File: src/rtl/psum_accum_ctrl.sv
// psum_accum_ctrl: moves OFIFO vectors into the PSUM SRAM (overwrite or saturating
// accumulate) and streams a ReLU readout of a PSUM address range.
module psum_accum_ctrl #(
  parameter int unsigned col     = 8,
  parameter int unsigned psum_bw = 16,
  parameter int unsigned addr_bw = 11
) (
  input  logic                   clk,
  input  logic                   reset,
  input  logic                   start,
  input  logic [1:0]             mode,
  input  logic [addr_bw-1:0]     base_addr,
  input  logic [addr_bw-1:0]     len,
  input  logic                   ofifo_valid,
  input  logic [col*psum_bw-1:0] ofifo_out,
  output logic                   ofifo_rd,
  output logic                   pmem_cen,
  output logic                   pmem_wen,
  output logic [addr_bw-1:0]     pmem_a,
  output logic [col*psum_bw-1:0] pmem_d,
  input  logic [col*psum_bw-1:0] pmem_q,
  output logic                   out_valid,
  output logic [col*psum_bw-1:0] out_data,
  output logic                   busy,
  output logic                   done,
  output logic                   sat_flag
);

  localparam int unsigned VEC_BW = col * psum_bw;

  localparam logic [1:0] MODE_OVR = 2'b00;
  localparam logic [1:0] MODE_ACC = 2'b01;
  localparam logic [1:0] MODE_RO  = 2'b10;

  typedef enum logic [2:0] {
    IDLE     = 3'd0,
    OVR      = 3'd1,
    ACC_RD   = 3'd2,
    ACC_WR   = 3'd3,
    RO       = 3'd4,
    RO_DRAIN = 3'd5,
    DONE     = 3'd6
  } state_t;

  state_t state, state_nxt;

  logic [addr_bw-1:0] addr_q;
  logic [addr_bw-1:0] len_q;
  logic [addr_bw-1:0] cnt_q;
  logic               last_c;
  logic               adv_c;
  logic [VEC_BW-1:0]  acc_sum_c;
  logic [VEC_BW-1:0]  relu_c;
  logic [col-1:0]     lane_sat_c;

  // Per-lane saturating add of SRAM read data and OFIFO head, plus ReLU of read data
  for (genvar l = 0; l < col; l++) begin : g_lane
    logic [psum_bw-1:0] q_l;
    logic [psum_bw-1:0] f_l;
    logic [psum_bw:0]   s_l;
    assign q_l = pmem_q[l*psum_bw +: psum_bw];
    assign f_l = ofifo_out[l*psum_bw +: psum_bw];
    assign s_l = {q_l[psum_bw-1], q_l} + {f_l[psum_bw-1], f_l};
    assign lane_sat_c[l] = s_l[psum_bw] ^ s_l[psum_bw-1];
    assign acc_sum_c[l*psum_bw +: psum_bw] = lane_sat_c[l]
                                           ? {s_l[psum_bw], {(psum_bw-1){~s_l[psum_bw]}}}
                                           : s_l[psum_bw-1:0];
    assign relu_c[l*psum_bw +: psum_bw] = q_l[psum_bw-1] ? '0 : q_l;
  end

  assign last_c = (addr_bw'(cnt_q + 1'b1) == len_q);
  // One vector retired (written or read out) this cycle
  assign adv_c  = ((state == OVR || state == ACC_WR) && ofifo_valid) || (state == RO);

  always_ff @(posedge clk) begin
    if (!reset) state <= IDLE;
    else        state <= state_nxt;
  end

  always_comb begin
    state_nxt = state;
    case (state)
      IDLE: begin
        if (start) begin
          if (len == '0)              state_nxt = DONE;
          else if (mode == MODE_OVR)  state_nxt = OVR;
          else if (mode == MODE_ACC)  state_nxt = ACC_RD;
          else if (mode == MODE_RO)   state_nxt = RO;
          else                        state_nxt = DONE;
        end
      end
      OVR:      if (ofifo_valid && last_c) state_nxt = DONE;
      ACC_RD:   if (ofifo_valid) state_nxt = ACC_WR;
      // Losing the head before the write falls back to a fresh read of the same address
      ACC_WR: begin
        if (!ofifo_valid) state_nxt = ACC_RD;
        else if (last_c)  state_nxt = DONE;
        else              state_nxt = ACC_RD;
      end
      RO:       if (last_c) state_nxt = RO_DRAIN;
      RO_DRAIN: state_nxt = DONE;
      DONE:     state_nxt = IDLE;
      default:  state_nxt = IDLE;
    endcase
  end

  always_comb begin
    ofifo_rd = 1'b0;
    pmem_cen = 1'b1;
    pmem_wen = 1'b1;
    pmem_a   = '0;
    pmem_d   = '0;
    busy     = (state != IDLE);
    done     = (state == DONE);
    case (state)
      OVR: begin
        if (ofifo_valid) begin
          ofifo_rd = 1'b1;
          pmem_cen = 1'b0;
          pmem_wen = 1'b0;
          pmem_a   = addr_q;
          pmem_d   = ofifo_out;
        end
      end
      ACC_RD: begin
        if (ofifo_valid) begin
          pmem_cen = 1'b0;
          pmem_a   = addr_q;
        end
      end
      ACC_WR: begin
        if (ofifo_valid) begin
          ofifo_rd = 1'b1;
          pmem_cen = 1'b0;
          pmem_wen = 1'b0;
          pmem_a   = addr_q;
          pmem_d   = acc_sum_c;
        end
      end
      RO: begin
        pmem_cen = 1'b0;
        pmem_a   = addr_q;
      end
      default: ;
    endcase
  end

  // Pass parameters, vector counter, readout valid and sticky saturation
  always_ff @(posedge clk) begin
    if (!reset) begin
      addr_q    <= '0;
      len_q     <= '0;
      cnt_q     <= '0;
      out_valid <= 1'b0;
      sat_flag  <= 1'b0;
    end else begin
      out_valid <= (state == RO);
      if (state == IDLE && start) begin
        addr_q   <= base_addr;
        len_q    <= len;
        cnt_q    <= '0;
        sat_flag <= 1'b0;
      end else begin
        if (adv_c) begin
          addr_q <= addr_q + 1'b1;
          cnt_q  <= cnt_q + 1'b1;
        end
        if (state == ACC_WR && ofifo_valid && (|lane_sat_c)) sat_flag <= 1'b1;
      end
    end
  end

  assign out_data = out_valid ? relu_c : '0;

endmodule

File: config.mk
export PLATFORM = sky130hd
export DESIGN_NAME = psum_accum_ctrl
export DESIGN_NICKNAME = d
export VERILOG_FILES = /design/src/rtl/psum_accum_ctrl.sv
export SDC_FILE = /design/constraint.sdc
export NUM_CORES = 1
export LEC_CHECK = 0
export ABC_AREA = 1
export CORE_AREA = 2 2 214 216
export DETAILED_ROUTE_END_ITERATION = 8
export DIE_AREA = 0 0 216 218
export DONT_BUFFER_PORTS = 1
export HOLD_SLACK_MARGIN = 0.08
export SETUP_SLACK_MARGIN = 0.05
export SLEW_MARGIN = 20
export SYNTH_ARGS = -nofsm -noshare
export SYNTH_HDL_FRONTEND = slang
export SYNTH_SLANG_ARGS = --single-unit
File: constraint.sdc
create_clock -name clk -period 8.1 [get_ports clk]
set_input_delay 1.62 -clock clk [delete_from_list [all_inputs] [get_ports clk]]
set_output_delay 1.62 -clock clk [all_outputs]
set_load 0.1 [all_outputs]
; Yosys cells after proc, flatten, opt, wreduce, memory -nomap -nowiden
; Cells that the tools add are included.
[classes]
addsub = 10
eq_ne = 13
muxes = 40
n_bitwise = 17
n_reduce_logical = 17
[op_table]
columns = operator, n
row1 = $mux 128, 2
row2 = $pmux 128 s2, 1
row3 = $add 16x16->17, 8
row4 = $mux 16, 8
row5 = $mux 127, 1
row6 = $mux 15, 8
row7 = $mux 11, 3
row8 = $mux 3, 9
row9 = $add 11x1->11 const B, 2
row10 = $pmux 11 s2, 1
row11 = $pmux 3 s6, 1
row12 = $eq 11x11->1, 1
row13 = $logic_not 11->1, 1
row14 = $eq 3x3->1 const B, 3
row15 = $not 1->1, 9
row16 = $reduce_or 8->1, 1
row17 = $xor 1x1->1, 8
row18 = $eq 3x2->1 const B, 2
row19 = $ne 2x2->1 const B, 3
row20 = $logic_and 1x1->1, 5
row21 = $mux 1, 4
row22 = $reduce_and 4->1, 1
row23 = $reduce_or 2->1, 2
row24 = $eq 3x1->1 const B, 1
row25 = 11 further kinds, 12
[word_totals]
register_bits = 38
inputBits = 284

; Depth between registers and ports, before layout
; Gate-level depths: netlist of run 1.
[logic_depth]
depth_word = 7
mapped_depth = 19
depth_no_buf = 18

; Worst setup path after synthesis of run 1
; OpenSTA, ideal clock, no wires.
[synth_timing]
kind = in2out
from = input ofifo_valid
to = output pmem_d[111]
arrival_ns = 6.783
t_required_ns = 6.480
path_slack_ns = -0.303
stages = 7
cell_sequence = inv_1 nor2_1 inv_1 nor2_2 buf_2 inv_1 o21ai_0
[synth_via]
elab_chain_cells = 2
elab_cells_between_ends = 3
[synth_rtl]
columns = item, line_no
row1 = start: declaration, 14  ; input logic ofifo_valid,
row2 = $mux 128 (on tied branches), "132, 117"
row3 = $pmux 128 s2 *, 115  ; case (state)
row4 = end: declaration, 20  ; output logic [col*psum_bw-1:0] pmem_d,
; Mark *: on every way between the ends. The rest lies on a longest branch, timed or not.

; Worst setup path after layout of run 1
[layout_timing]
from = input ofifo_out[50]
to = output pmem_d[59]
[layout_via]
elab_chain_cells = 5
elab_cells_between_ends = 6
[layout_rtl]
columns = item, line_no
row1 = start: declaration, 15  ; input logic [col*psum_bw-1:0] ofifo_out,
row2 = $add 16x16->17 *, 63  ; assign s_l = {q_l[psum_bw-1], q_l} + {f_l[psum_bw-1], f_l};
row3 = $xor 1x1->1 / $not 1->1 (equally long branches), "64, 66"
row4 = $mux 16 *, 66  ; ? {s_l[psum_bw], {(psum_bw-1){~s_l[psum_bw]}}}
row5 = $mux 128 *, 132  ; if (ofifo_valid) begin
row6 = $pmux 128 s2 *, 115
; Marks and branches as above.

==> impl_metrics.toml, run 1 <==
[power]
vdd_ir_drop_max_mv = 0.4272
netSwitchingFraction = 0.7032
power.density_nw_per_um2 = 206.2
p_switching_mw = 1.874
p_leak_nw = 6.902
pwr-share-seq = 0.122
comb_power_share = 0.804
total_power_mw = 2.665
pwr-share-clk = 0.074
power.internal_mw = 0.7910

[clocking]
cts_sinks = 38
cts_made_buffers = 5
clk_pin_slew_ns = 0.06
clock_latency_ns = 0.28
ctsHoldBuffers = 0
cts_tree = "done"
cts_setup_buffers = 0
max-clock-path-buffers = 2
cts-root-buf = "clkbuf_16"
postCtsResizedCells = 0
cts_max_level = 2

[synthesis]
syn_area_per_cell_um2 = 5.367
synth_edf_count = 0
ys.flop_type = "dfxtp_1"
synth_seq_cells = 38
yosysWarnings = 0
synth_area_leader_cell = "nand2_1"
syn_inst = 2158
yosys.cell_types.count = 48
synth_top_area_frac = 0.2181
ys_async_sr_fraction = 0
ys_seq_area_frac = 0.06569
syn-cell-area_um2 = 11580
synth_area_leaders = "nand2_1 (22%), ha_1 (15%), inv_1 (10%)"

[placed_design]
dp_hpwl_mm = 41.47
pre_cts_ws_ns = 1.258
gp_congestion = 1.003
io_buffers = 0

[floorplan]
coreArea_um2 = 44890
die_h_um = 218
die_w_um = 216
rows = 78
die_area_um2 = 47090
initial_core_util = 0.2580
boundaryPins = 558

[drt]
antenna_left = 0
drc_errors = 0
drtIter0Drc = 804
avgViaCountPerCell = 4.893
num_vias = 13410
dr.pass1.iters = 5
wl_mm = 47.89
wl_per_cell_um = 17.48

[global_route]
gr-usage-all-layers = 0.1906
antenna_found_initial = 2
grt-ovfl-total = 0
grt_max_degree = 81
grt_pass1_wl_mm = 71.00
grt_pass1_vias = 12220

[setup_path]
end_kind = "output pin"
path_max_fanout = 11
critical_path_arrival_ns = 5.32
critPathKind = "primary input to output pin"
start_kind = "primary input"
r2r_setup_slack_ns = 4.67
required_ns = 6.48

[sta]
finalClockSkew_ns = 0.005067
drv_slew = 0
fmax_mhz = 144.1
relSlewSlack = 0.2087
min_period_ns = 6.940
worst_slew_pin_slew_ns = 1.187
rsz0062_at_grt = "false"
setup_viol = 0
post-route-period-util = 0.8568
setup_ws_ns = 1.160
final-hold-violation-count = 0

[finish]
area_growth_pct = 11.61
drive_gt1_frac = 0.1202
final_common_cell = "nand2_1"
nNetsFinal = 2565
layout_common_cells = "nand2_1 (673), inv_1 (316), nand3_1 (146), a21oi_1 (141), nor2_2 (140)"

[run_status]
outcome = "finished clean"

[job]
cap_violations = 0

[hold_path]
hold_path.class = "flop to flop"
==> sequential cells by signal, indices dropped and copies added (netlist names) <==
signal / flops
addr_q: 11
state: 3
len_q: 11
out_valid: 1
sat_flag: 1
cnt_q: 11
==> power by group through the flow <==
stage	clock [mW]	combinational (mW)	sequential, mW
final	0.198	2.14	0.325
after global placement	0	2.13	0.329
after global routing	0.209	2.30	0.335
after CTS	0.201	2.14	0.325
after floorplan	0	1.80	0.308
after detailed placement	0	2.13	0.328
==> per-layer routing <==
metal / global-route usage / up-vias / wire (um)
li1: - / 6819 / -
met2: 0.3414 / 547 / 22890
met4: 0.05000 / 0 / 1360
met1: 0.2338 / 5968 / 20210
met3: 0.03459 / 73 / 3421
met5: 0 / - / 0
==> worst max-delay path: stages <==
cell and delay, ns:
ha_1 0.34, nand2_1 0.07, o21ai_0 0.47, nand3_1 0.15, nand3_1 0.18, nand3_1 0.08
nand2_1 0.09, a21oi_1 0.07, o21bai_1 0.15, xor2_1 0.22, inv_1 0.07, ha_1 0.37
inv_1 0.43, o21ai_0 0.17, a21oi_1 0.14, nand3b_1 0.11, nand2_1 0.57
==> area by class of cell <==
cell class	count	area, um^2
Inverter	324	1219
Timing Repair Buffer	29	250.2
Tap cell	600	750.7
Multi-Input combinational cell	1739	9792
Fill cell	5152	31970
Sequential cell	38	762.0
Antenna cell	2	5.005
Clock buffer	7	142.6
Clock inverter	1	5.005
==> cells in the mapped netlist, types with 3 or more instances <==
master / count
o21bai_1: 12
nor2_2: 9
nor4_1: 6
nor2_1: 243
a21o_1: 11
nor3_1: 16
a21oi_1: 141
o211ai_1: 6
nand2_1: 673
buf_2: 18
o21ai_2: 6
nor2_4: 4
nand3_1: 146
inv_2: 7
nand3_2: 3
xnor2_1: 36
buf_4: 9
clkbuf_1: 33
nand4_1: 7
nand2_2: 7
dfxtp_1: 38
fa_1: 8
a31oi_1: 18
xor2_2: 3
o21ai_0: 142
o21ai_1: 15
or2_2: 11
inv_1: 316
ha_1: 136
xor2_1: 52
==> logic make-up (layout without fill, tap and decap cells) <==
family / after synthesis / after routing / synth area share
buffers and inverters: 388 / 361 / 0.1321
and+or+nand+nor: 1135 / 1135 / 0.4013
AOI/OAI and AO/OA: 361 / 361 / 0.1691
xor gates and xnor gates: 91 / 91 / 0.07077
adders and majority gates: 144 / 144 / 0.1608
other: 1 / 10 / 0.0003238
DFF: 38 / 38 / 0.06569
==> metrics by stage <==
step           TNS, ns  cell area, um^2  utilization  hold slack, ns  cells
2_1_floorplan   -1.513            11610            -          0.4445   2165
3_3_place_gp         0            12770       0.2844          0.4560   2730
3_5_place_dp         0            12770       0.2845          0.4572   2730
4_1_cts              0            12920       0.2878          0.4657   2738
5_1_grt              0            12930       0.2879          0.4820   2740
6_report             0            12930       0.2879          0.4654   2740
==> worst paths after layout <==
check,from,to,cells past startpoint
worst max register to register,state[2],addr_q[4],11
worst min register to register,len_q[9],len_q[9],2
worst min-delay path,len_q[9],len_q[9],2
worst max-delay path,ofifo_out[50],pmem_d[59],17
Note: power is estimated with default switching activity, not from simulation.
==> inputs of run 2 (changes only) <==
--- a/config.mk
+++ b/config.mk
@@ -16,3 +16,4 @@
 export SYNTH_ARGS = -nofsm -noshare
 export SYNTH_HDL_FRONTEND = slang
 export SYNTH_SLANG_ARGS = --single-unit
+export TNS_END_PERCENT = 5
==> run 2 against run 1 <==
Effect of this change: cell area fell by 0.21%; count of clock-buffer cells in the layout did not move; non-clock buffer count fell by 4; die area did not move; global-route usage fell by 0.35 points; critical endpoint unchanged; clock skew rose by 0.0044 ns; critical path type unchanged; clock power barely moved; worst setup slack improved by 0.22 ns; largest power group unchanged; sequential cell count did not move; hold slack improved by 0.0076 ns.
==> impl_metrics.toml, run 2 (synthesis results as in run 1) <==
[setup_path]
worst-path-buf-inv = 2
r2r-start = "state[0]"
critical_path_arrival_ns = 5.10
start_kind = "primary input"
required_ns = 6.48
path_max_fanout = 11
max_stage_delay_ns = 0.68
critPathKind = "primary input to output pin"
crit_chain = "ha_1, nand2_1, o21ai_0, nand3_1, nand3_1, nand3_1, nand2_1, a21oi_1, o21bai_1, xor2_1, inv_1, ha_1, inv_1, o21ai_0, a21oi_1, nand3b_1, nand2_1"
end_kind = "output pin"
critPathLaunch = "ofifo_out[50]"
slowest_stage = "nand2_1"
cpLargestDelayFamily = "simple AND/OR/NAND/NOR gates"

[finish]
nNetsFinal = 2561
final_common_cell = "nand2_1"
layout_common_cells = "nand2_1 (673), inv_1 (316), nand3_1 (146), a21oi_1 (141), nor2_2 (139)"
final-instance-count-excl-fill = 2735
reg.largest.list = "addr_q: 11 flops, cnt_q: 11 flops, len_q: 11 flops"
final_util = 0.2873
area_growth_pct = 11.38
drive_gt1_frac = 0.1186

[clocking]
cts_sinks = 38
cts_setup_buffers = 0
cts_max_level = 2
max-clock-path-buffers = 2
cts_tree = "done"
postCtsResizedCells = 0
clk_pin_slew_ns = 0.06
ctsHoldBuffers = 0
cts-root-buf = "clkbuf_16"
clock_latency_ns = 0.28
cts_made_buffers = 5

[hold_path]
hp-start = "addr_q[10]"
hold_path.class = "flop to flop"

[drt]
num_vias = 13280
wl_per_cell_um = 17.24
wl_mm = 47.15
dr.pass1.iters = 5
avgViaCountPerCell = 4.856
antenna_left = 0
drtIter0Drc = 901
drc_errors = 0

[power]
vdd_ir_drop_max_mv = 0.3550
total_power_mw = 2.661
power.density_nw_per_um2 = 206.3
p_leak_nw = 6.881

[global_route]
use_met2 = 0.3244
grt-ovfl-total = 0
top_usage_layer = "met2"
grt_pass1_wl_mm = 69.21
grt_pass1_vias = 12030
gr-usage-all-layers = 0.1871
grt_max_degree = 70
use_met3 = 0.05411
antenna_found_initial = 1
gr-usage-met1 = 0.2254

[floorplan]
coreArea_um2 = 44890
die_w_um = 216
boundaryPins = 558
rows = 78
initial_core_util = 0.2580
die_h_um = 218
die_area_um2 = 47090

[sta]
rsz0062_at_grt = "false"
relSlewSlack = 0.1831
post-route-period-util = 0.8302
timing.hold.ws_ns = 0.4730
finalClockSkew_ns = 0.009422
min_period_ns = 6.725
drv_slew = 0
final-hold-violation-count = 0
worst_slew_pin_slew_ns = 1.225
fmax_mhz = 148.7
setup_viol = 0
setup_tns_ns = 0

[placed_design]
gp_congestion = 0.9564
dp_hpwl_mm = 40.89
placedCellCount = 2726
io_buffers = 0

[job]
cap_violations = 0

[run_status]
outcome = "finished clean"
## run 2: changes by cell type in the layout (fill, tap and decap cells not counted)
| cell | previous run | this run |
|---|---|---|
| nor2_4 | 5 | 6 |
| diode_2 | 2 | 1 |
| buf_4 | 27 | 23 |
| nor2_2 | 140 | 139 |
## run 2: metrics by stage
| step | worst slack, ns | area, um^2 |
|---|---|---|
| 3_3_place_gp | 1.448 | 12740 |
| 3_5_place_dp | 1.430 | 12740 |
| 5_1_grt | 1.048 | 12900 |
| 4_1_cts | 1.421 | 12890 |
| 6_report | 1.375 | 12900 |
| 2_1_floorplan | -0.3026 | 11610 |
## run 2: report_power, final
part	switching, mW	total (mW)	internal, mW
Sequential	0.0830	0.335	0.252
Combinational	1.71	2.13	0.414
Clock	0.0773	0.199	0.122
## run 2: cell type report
cell class	count	area, um^2
Tap cell	600	750.7
Inverter	324	1219
Fill cell	5131	31990
Clock inverter	1	5.005
Timing Repair Buffer	25	220.2
Multi-Input combinational cell	1739	9797
Antenna cell	1	2.502
Clock buffer	7	142.6
Sequential cell	38	762.0
## run 2: metal layers
layer | vias up | wire length [um]
met2 | 582 | 21860
met3 | 68 | 4747
met1 | 5824 | 19120
met4 | 2 | 1355
met5 | - | 57
li1 | 6804 | -
## run 2: tightest hold or removal path: stages (launching register included)
cell and delay (ns):
dfxtp_1 0.31, nand2_1 0.06, a21oi_1 0.06
## run 2: path summary, 6_finish.rpt
check,to,slack [ns],cells past startpoint
max,pmem_d[59],1.38,17
max reg2reg,addr_q[7],4.65,11
min reg2reg,addr_q[10],0.47,2
min,addr_q[10],0.47,2
==> inputs of run 3 (changes only) <==
==> constraint.sdc (replaced) <==
create_clock -name clk -period 6.6 [get_ports clk]
set_input_delay 1.32 -clock clk [delete_from_list [all_inputs] [get_ports clk]]
set_output_delay 1.32 -clock clk [all_outputs]
set_load 0.1 [all_outputs]
==> run 3 against run 2 <==
Effect of this change: non-clock buffer count grew 109; die area is the same; worst setup slack lost 0.66 ns; critical endpoint unchanged; clock power grew 38%; sequential cell count is the same; power grew 27%; clock skew shrank 0.0035 ns; utilization grew 1.8 points; via count grew 2.6%.
==> impl_metrics.toml, run 3 (synthesis results as in run 1) <==
[run_status]
outcome = "finished clean"

[setup_path]
path_max_fanout = 11
required_ns = 5.28
end_kind = "output pin"
start_kind = "primary input"
r2r_setup_slack_ns = 3.51
critPathKind = "primary input to output pin"
reg2reg_to = "addr_q[7]"
r2r-start = "state[0]"
reg2reg_depth = 12
critical_path_arrival_ns = 4.56

[sta]
setup_tns_ns = 0
setup_viol = 0
finalClockSkew_ns = 0.005899
timing.hold.ws_ns = 0.4776
min_period_ns = 5.882
rsz0062_at_grt = "false"
drv_slew = 0
setup_ws_ns = 0.7180
post-route-period-util = 0.8912
fmax_mhz = 170.0
final-hold-violation-count = 0
relSlewSlack = 0.2241
worst_slew_pin_slew_ns = 1.163

[hold_path]
min_delay_path_depth = 2
hp-start = "len_q[8]"
hold_path.class = "flop to flop"
min_to = "len_q[8]"

[clocking]
cts-root-buf = "clkbuf_16"
ctsHoldBuffers = 0
cts_made_buffers = 5
max-clock-path-buffers = 2
cts_max_level = 2
cts_sinks = 38
cts_setup_buffers = 0
clk_pin_slew_ns = 0.05
postCtsResizedCells = 0
cts_tree = "done"
clock_latency_ns = 0.28

[finish]
antenna_cells = 0
final-instance-count-excl-fill = 2843
regArea_um2 = 762.0
area_growth_pct = 18.44
final_common_cell = "nand2_1"
drive_gt1_frac = 0.1618
layout_common_cells = "nand2_1 (673), inv_1 (316), nand3_1 (146), a21oi_1 (141), nor2_2 (140)"
n_fill_cell = 5167
multi_input_area_um2 = 9784
nNetsFinal = 2670
reg.largest.list = "addr_q: 11 flops, cnt_q: 11 flops, len_q: 11 flops"

[power]
vdd_ir_drop_max_mv = 0.2275
p_leak_nw = 7.479
power.density_nw_per_um2 = 246.5
total_power_mw = 3.381

[drt]
avgViaCountPerCell = 4.794
drc_errors = 0
wl_per_cell_um = 16.89
dr.pass1.iters = 7
num_vias = 13630
antenna_left = 0
wl_mm = 48.03
drtIter0Drc = 826

[global_route]
grt_max_degree = 47
grt_pass1_vias = 12360
grt_pass1_wl_mm = 70.78
antenna_found_initial = 0
gr-usage-all-layers = 0.1896
grt-ovfl-total = 0

[floorplan]
die_area_um2 = 47090
coreArea_um2 = 44890
die_w_um = 216
rows = 78
boundaryPins = 558
initial_core_util = 0.2580
die_h_um = 218

[placed_design]
pre_cts_ws_ns = 0.7759
placedCellCount = 2835
io_buffers = 0
dp_hpwl_mm = 41.69
gp_congestion = 0.9596

[job]
cap_violations = 0
## run 3: cell types whose count changed in the layout (fill, tap and decap cells not counted), sizes merged
cell,change
buf,+108
clkbuf,-1
diode,-1
bufinv,+1
clkinv,+1
## run 3: worst max path at each step
stage | startpoint | endpoint | slack [ns] | cells past startpoint
floorplan | ofifo_valid | pmem_d[111] | -0.46 | 7
global placement | ofifo_out[50] | pmem_d[59] | 0.79 | 18
detailed placement | ofifo_out[50] | pmem_d[59] | 0.78 | 18
CTS | ofifo_out[50] | pmem_d[59] | 0.77 | 18
global route | ofifo_out[38] | pmem_d[41] | 0.37 | 16
finish | ofifo_out[50] | pmem_d[59] | 0.72 | 18
## run 3: area by class of cell
class	instances	area share
Clock buffer	5	0.009122
Clock inverter	3	0.002919
Inverter	324	0.08884
Multi-Input combinational cell	1739	0.7133
Sequential cell	38	0.05555
Tap cell	600	0.05473
Timing Repair Buffer	134	0.07553
## run 3: worst max-delay path, cell delays in order
cell	delay [ns]
ha_1	0.34
nand2_1	0.06
o21ai_0	0.43
nand3_1	0.13
nand3_1	0.16
nand3_1	0.08
nand2_1	0.10
a21oi_1	0.08
o21bai_1	0.17
xor2_1	0.22
inv_1	0.07
ha_1	0.37
inv_1	0.34
o21ai_0	0.14
a21oi_1	0.13
nand3b_1	0.11
nand2_1	0.07
buf_4	0.23
## run 3: where the power goes
group / switching (mW) / internal, mW / leakage (nW)
registers: 0.102 / 0.309 / 0.312
clock network: 0.0981 / 0.177 / 0.0836
logic: 2.11 / 0.589 / 7.08
## run 3: per-layer routing
| layer | GRT usage | wire length [um] | up-vias | share of wire |
|---|---|---|---|---|
| met4 | 0.04018 | 1021 | 0 | 0.021 |
| met2 | 0.3501 | 23700 | 468 | 0.49 |
| met3 | 0.03222 | 3222 | 43 | 0.067 |
| met1 | 0.2290 | 20080 | 6090 | 0.42 |
| li1 | - | - | 7028 | - |
| met5 | 0 | 0 | - | 0 |
## run 3: metrics by stage
stage	utilization	cell area, um^2
final	0.3055	13720
after global routing	0.3055	13720
after CTS	0.3055	13720
after detailed placement	0.3019	13550
after global placement	0.3019	13550
after floorplan	-	11610
